## src/rtl/vending_pkg.sv

```systemverilog
// -----------------------------------------------------------------------------
// vending_pkg
// Shared definitions for the vending front end and the vending FSM:
//   - coin bus codes driven by coin_acceptor and consumed by vending_mealy
//   - coin_acceptor state encoding
//   - coin_code(): maps the latched coin type onto the coin bus
// -----------------------------------------------------------------------------
package vending_pkg;

    // Coin bus codes. 2'b11 is never driven.
    localparam logic [1:0] COIN_NONE = 2'b00;
    localparam logic [1:0] COIN_5    = 2'b01;
    localparam logic [1:0] COIN_10   = 2'b10;

    // coin_acceptor states
    localparam logic [2:0] ST_IDLE     = 3'd0;
    localparam logic [2:0] ST_QUAL     = 3'd1;
    localparam logic [2:0] ST_EMIT     = 3'd2;
    localparam logic [2:0] ST_REJ      = 3'd3;
    localparam logic [2:0] ST_WAIT_REL = 3'd4;

    function automatic logic [1:0] coin_code(input logic is_ten);
        return is_ten ? COIN_10 : COIN_5;
    endfunction

endpackage

```

## src/rtl/sync_2ff.sv

```systemverilog
// -----------------------------------------------------------------------------
// sync_2ff
// Two-flop synchronizer for one asynchronous level input.
//   clk    : destination clock
//   rst_n  : asynchronous active-low reset, clears both flops to 0
//   i_d    : asynchronous input level
//   o_q    : synchronized level, two clk cycles behind i_d
// -----------------------------------------------------------------------------
module sync_2ff (
    input  logic clk,
    input  logic rst_n,
    input  logic i_d,
    output logic o_q
);

    logic r_meta;
    logic r_sync;

    // NOTE: sequential state is always written with non-blocking assignments so
    // every flop samples the pre-edge value of its neighbours.
    always_ff @(posedge clk or negedge rst_n) begin
        if (!rst_n) begin
            r_meta <= 1'b0;
            r_sync <= 1'b0;
        end else begin
            r_meta <= i_d;
            r_sync <= r_meta;
        end
    end

    assign o_q = r_sync;

endmodule

```

## src/rtl/coin_acceptor.sv

```systemverilog
// -----------------------------------------------------------------------------
// coin_acceptor
// Turns raw, bouncy coin-slot sensor levels into clean one-cycle coin codes for
// vending_mealy. Each sensor is synchronized and debounced; ambiguous (both
// sensors) or inhibited insertions are returned with a reject pulse. After any
// pulse the block waits for a debounced release before arming again, so one
// physical insertion yields at most one pulse.
//
// Ports:
//   clk      : system clock, rising edge
//   rst      : asynchronous active-low reset
//   n_sense  : raw 5-unit sensor level (asynchronous)
//   d_sense  : raw 10-unit sensor level (asynchronous)
//   inhibit  : synchronous; looked at only in EMIT, turns the coin into a reject
//   coin     : 00 none, 01 five, 10 ten; one-cycle pulses
//   reject   : one-cycle pulse, coin returned
//   busy     : high whenever the FSM is not in IDLE
// -----------------------------------------------------------------------------
module coin_acceptor
    import vending_pkg::*;
#(
    parameter int DEBOUNCE_CYCLES = 4   // legal range 1..255
) (
    input  logic       clk,
    input  logic       rst,
    input  logic       n_sense,
    input  logic       d_sense,
    input  logic       inhibit,
    output logic [1:0] coin,
    output logic       reject,
    output logic       busy
);

    localparam int             CW       = $clog2(DEBOUNCE_CYCLES + 1);
    localparam logic [CW-1:0]  CNT_MAX  = CW'(DEBOUNCE_CYCLES);
    localparam logic [CW-1:0]  CNT_LAST = CW'(DEBOUNCE_CYCLES - 1);
    localparam logic [CW-1:0]  CNT_ONE  = CW'(1);

    logic          w_ns;
    logic          w_ds;
    logic          w_mine;
    logic          w_other;

    logic [2:0]    r_state;
    logic [CW-1:0] r_cnt;
    logic          r_is_ten;

    logic [2:0]    w_state_nxt;
    logic [CW-1:0] w_cnt_nxt;
    logic          w_is_ten_nxt;

    sync_2ff u_sync_n (.clk(clk), .rst_n(rst), .i_d(n_sense), .o_q(w_ns));
    sync_2ff u_sync_d (.clk(clk), .rst_n(rst), .i_d(d_sense), .o_q(w_ds));

    // Sensor of the latched coin type, and the one that must stay quiet.
    assign w_mine  = r_is_ten ? w_ds : w_ns;
    assign w_other = r_is_ten ? w_ns : w_ds;

    // NOTE: every signal assigned here gets a default first, so no path leaves
    // it unassigned and no latch is inferred.
    always_comb begin
        w_state_nxt  = r_state;
        w_cnt_nxt    = r_cnt;
        w_is_ten_nxt = r_is_ten;

        case (r_state)
            ST_IDLE: begin
                if (w_ns ^ w_ds) begin
                    w_state_nxt  = ST_QUAL;
                    w_is_ten_nxt = w_ds;
                    w_cnt_nxt    = CNT_ONE;
                end else if (w_ns && w_ds) begin
                    w_state_nxt = ST_REJ;
                end
            end

            ST_QUAL: begin
                if (!w_mine) begin
                    // Dropped before qualifying: a glitch, discard silently.
                    w_state_nxt = ST_IDLE;
                    w_cnt_nxt   = '0;
                end else if (w_other) begin
                    w_state_nxt = ST_REJ;
                end else if (r_cnt == CNT_MAX) begin
                    w_state_nxt = ST_EMIT;
                end else begin
                    w_cnt_nxt = r_cnt + CNT_ONE;
                end
            end

            ST_EMIT, ST_REJ: begin
                w_state_nxt = ST_WAIT_REL;
                w_cnt_nxt   = '0;
            end

            ST_WAIT_REL: begin
                if (w_ns || w_ds) begin
                    w_cnt_nxt = '0;
                end else if (r_cnt == CNT_LAST) begin
                    // This edge sees the last required low sample.
                    w_state_nxt = ST_IDLE;
                    w_cnt_nxt   = '0;
                end else if (r_cnt != CNT_MAX) begin
                    w_cnt_nxt = r_cnt + CNT_ONE;
                end
            end

            default: begin
                w_state_nxt = ST_IDLE;
                w_cnt_nxt   = '0;
            end
        endcase
    end

    always_ff @(posedge clk or negedge rst) begin
        if (!rst) begin
            r_state  <= ST_IDLE;
            r_cnt    <= '0;
            r_is_ten <= 1'b0;
        end else begin
            r_state  <= w_state_nxt;
            r_cnt    <= w_cnt_nxt;
            r_is_ten <= w_is_ten_nxt;
        end
    end

    // Outputs decode the registered state only (plus inhibit, which matters
    // only during EMIT), so each pulse lasts exactly the one EMIT/REJ cycle and
    // everything drops to idle values the instant reset is asserted.
    assign coin   = (r_state == ST_EMIT && !inhibit) ? coin_code(r_is_ten) : COIN_NONE;
    assign reject = (r_state == ST_REJ) || (r_state == ST_EMIT && inhibit);
    assign busy   = (r_state != ST_IDLE);

endmodule
```

## config.mk

```make
export PLATFORM = sky130hd
export DESIGN_NAME = coin_acceptor
export DESIGN_NICKNAME = d
export VERILOG_FILES = /design/src/rtl/vending_pkg.sv /design/src/rtl/sync_2ff.sv /design/src/rtl/coin_acceptor.sv
export SDC_FILE = /design/constraint.sdc
export NUM_CORES = 1
export LEC_CHECK = 0
export CORE_MARGIN = 2
export CORE_UTILIZATION = 44
export DETAILED_ROUTE_END_ITERATION = 16
export DONT_BUFFER_PORTS = 1
export HOLD_SLACK_MARGIN = 0.03
export PLACE_DENSITY = 0.56
export SETUP_SLACK_MARGIN = 0.1
export SLEW_MARGIN = 20
export SYNTH_ARGS = -nofsm -noshare
export SYNTH_HDL_FRONTEND = slang
export SYNTH_SLANG_ARGS = --single-unit
```

## constraint.sdc

```tcl
create_clock -name clk -period 2 [get_ports clk]
set_input_delay 0.2 -clock clk [delete_from_list [all_inputs] [get_ports clk]]
set_output_delay 0.2 -clock clk [all_outputs]
set_load 0.03 [all_outputs]
```

==> metrics.yaml <==
final_layout:
  nFillCells: 112
  final_common_cell: "dfrtp_1"
  drive_gt1_frac: 0.1316
  layoutNonFillerInstCount: 91
  antenna_cells: 0
  multi_input_area_um2: 349.1
  nets: 88
  final_cell_mix: "dfrtp_1 (11), inv_1 (8), nor2_1 (6), ha_1 (6)"
  area_growth_pct: 15.62
  final_core_util: 0.5626
  seq_area_um2: 275.3
timing:
  clock.fmax_mhz: 589.0
  fin_crit_ns: 1.698
  drv_slew: 0
  worstMarginPinSlew_ns: 0.5365
  setup_violations: 0
  finalSetupTns_ns: 0
  min_period_over_period: 0.8489
  skew_ns: 0.005487
  hold_violations: 0
  relSlewSlack: 0.6410
  timing.hold.ws_ns: 0.3278
  rsz0062_at_grt: "no"
power:
  p_sw_uw: 408.5
  pwr_density_cell_nw_per_um2: 1257
  peakVddDrop_v: 0.0005823
  clockPowerShare: 0.162
  power.share.switching: 0.4280
  p_comb_frac: 0.434
  leakagePower_nw: 0.3303
  internal_power_uw: 546.0
  pwr-share-seq: 0.405
logic_synthesis:
  syn_nets: 78
  ys_types: 29
  ys_seq_area_frac: 0.4190
  synth_flop_cell: "dfrtp_1"
  synthArstFlopShare: 1.000
  synth_warnings: 0
  synth_edf_count: 0
  syn_inst: 67
  synth_area_per_cell_um2: 9.804
  synth-seq-cells: 11
  synth_area_um2: 656.9
floorplan:
  start_util: 0.4866
  fp.dieArea_um2: 1818
  num_rows: 13
  die_w_um: 42.64
  die_height_um: 42.64
  coreArea_um2: 1350
  io_pins: 9
worst_setup_path:
  crit_family: "simple AND/OR/NAND/NOR gates"
  worst-r2r-setup-slack_ns: 0.31
  required_ns: 1.80
  critical_path_peak_fanout: 12
  cp_cell_sequence: "nand2b_1 -> nor2_1"
  cp_slowest_cell: "dfrtp_1"
  end_kind: "primary output"
  critical_path_class: "flip-flop to primary output"
  crit_arrival_ns: 1.50
  worst_setup_path_start_kind: "flip-flop"
  path_buf_inv: 0
  critPathMaxStageDelay_ns: 0.50
detailed_routing:
  drt-initial-drc-count: 5
  drc: 0
  num_vias: 493
  via_per_inst: 5.418
  wl_per_cell_um: 13.13
  antenna_left: 0
  firstDrtPassIters: 3
  postRouteWirelength_mm: 1.195
cts:
  cts_buffers: 3
  cts_tree: "yes"
  cts_max_level: 1
  insertion_delay_ns: 0.27
  clock_path_buffers: 2
  clkTransAtPathRegs_ns: 0.07
  cts_sinks: 11
  cts_root_buf: "clkbuf_4"
hold_path:
  hold_path_class: "primary input to async pin"
job:
  drv_cap: 0
global_routing:
  grt-ovfl-total: 0
  antenna_found_initial: 0
  grt_first_pass_wirelength_mm: 2.049
  grt_usage: 0.1599
  grt_pass1_vias: 468
  grt_max_degree: 13
place:
  io_buffers: 0
  globalplace.congestion: 0.7864
  dpl.hpwl_um: 901.9
  placed_cells_incl_taps: 84
status:
  status: "completed"
[power groups by stage]
stage,Sequential [mW],Clock [mW],Combinational (mW)
detailed placement,0.393,0,0.409
global placement,0.394,0,0.414
CTS,0.388,0.162,0.420
global route,0.406,0.171,0.464
floorplan,0.334,0,0.373
finish,0.386,0.154,0.414
[flip-flops by register name (all words and copies together) (netlist names)]
name / flops
r_is_ten: 1
u_sync_n.o_q: 1
u_sync_d.o_q: 1
u_sync_n.r_meta: 1
r_cnt: 3
r_state: 3
u_sync_d.r_meta: 1
[worst reg2reg max path, delay by kind of cell (launching register included)]
kind	cells	cell delay, ns
mux	1	0.36
simple gates	1	0.08
buf+inv	1	0.07
fa+ha+maj	1	0.19
compound gates	2	0.49
flops	1	0.38
[cells in the mapped netlist, types with 2 or more instances]
library cell | number | area [um2]
dfrtp_1 | 11 | 275.3
inv_1 | 8 | 30.03
ha_1 | 6 | 75.07
nor2_1 | 6 | 22.52
a21oi_1 | 5 | 25.02
nand2_1 | 5 | 18.77
mux2_1 | 3 | 33.78
o21ai_0 | 2 | 10.01
[logic make-up after synthesis]
group | share of synthesized area
AO/OA/AOI/OAI | 0.1429
adder cells (fa/ha/maj) | 0.1143
buffers and inverters | 0.05904
flip-flops | 0.4190
multiplexers | 0.06666
AND/OR/NAND/NOR | 0.1981
[through the flow]
step	cell area (um2)	power (mW)	setup slack, ns
2_1_floorplan	663.1	0.7061	0.1295
3_3_place_gp	703.2	0.8083	0.3390
3_5_place_dp	703.2	0.8026	0.3113
4_1_cts	759.5	0.9701	0.2783
5_1_grt	759.5	1.040	0.1678
6_report	759.5	0.9545	0.3021
[area by class of cell]
| class | instances | area share |
|---|---|---|
| Tap cell | 15 | 0.02471 |
| Multi-Input combinational cell | 46 | 0.4596 |
| Inverter | 8 | 0.03954 |
| Timing Repair Buffer | 7 | 0.07908 |
| Sequential cell | 11 | 0.3624 |
| Clock buffer | 4 | 0.03460 |
[layer usage]
metal | wire (um) | vias to the layer above | part of all wire | track usage
met3 | 41 | 2 | 0.034 | 0.03879
met2 | 548 | 7 | 0.46 | 0.2303
met4 | 22 | 0 | 0.018 | 0.1313
li1 | - | 257 | - | -
met1 | 583 | 227 | 0.49 | 0.1979
met5 | 0 | - | 0 | 0
[timing repair]
item                                    in CTS  in global routing
buffers inserted                             0                  0
endpoints found under the setup margin       0                  0
hold buffers                                 3                  0
gates resized for setup                      0                  0
hold endpoints to repair                    13                  0
[final timing paths]
| path | from | endpoint | depth (start not counted) |
|---|---|---|---|
| worst max-delay path | r_state[2] | reject | 2 |
| worst min-delay path | rst | r_state[2] | 1 |
| worst max register to register | r_cnt[0] | r_cnt[1] | 6 |
| worst min register to register | u_sync_n.r_meta | u_sync_n.o_q | 0 |
| max in group asynchronous | rst | r_is_ten | 1 |
| min in group clk | u_sync_n.r_meta | u_sync_n.o_q | 0 |
Power figures use the tool's default switching activity.
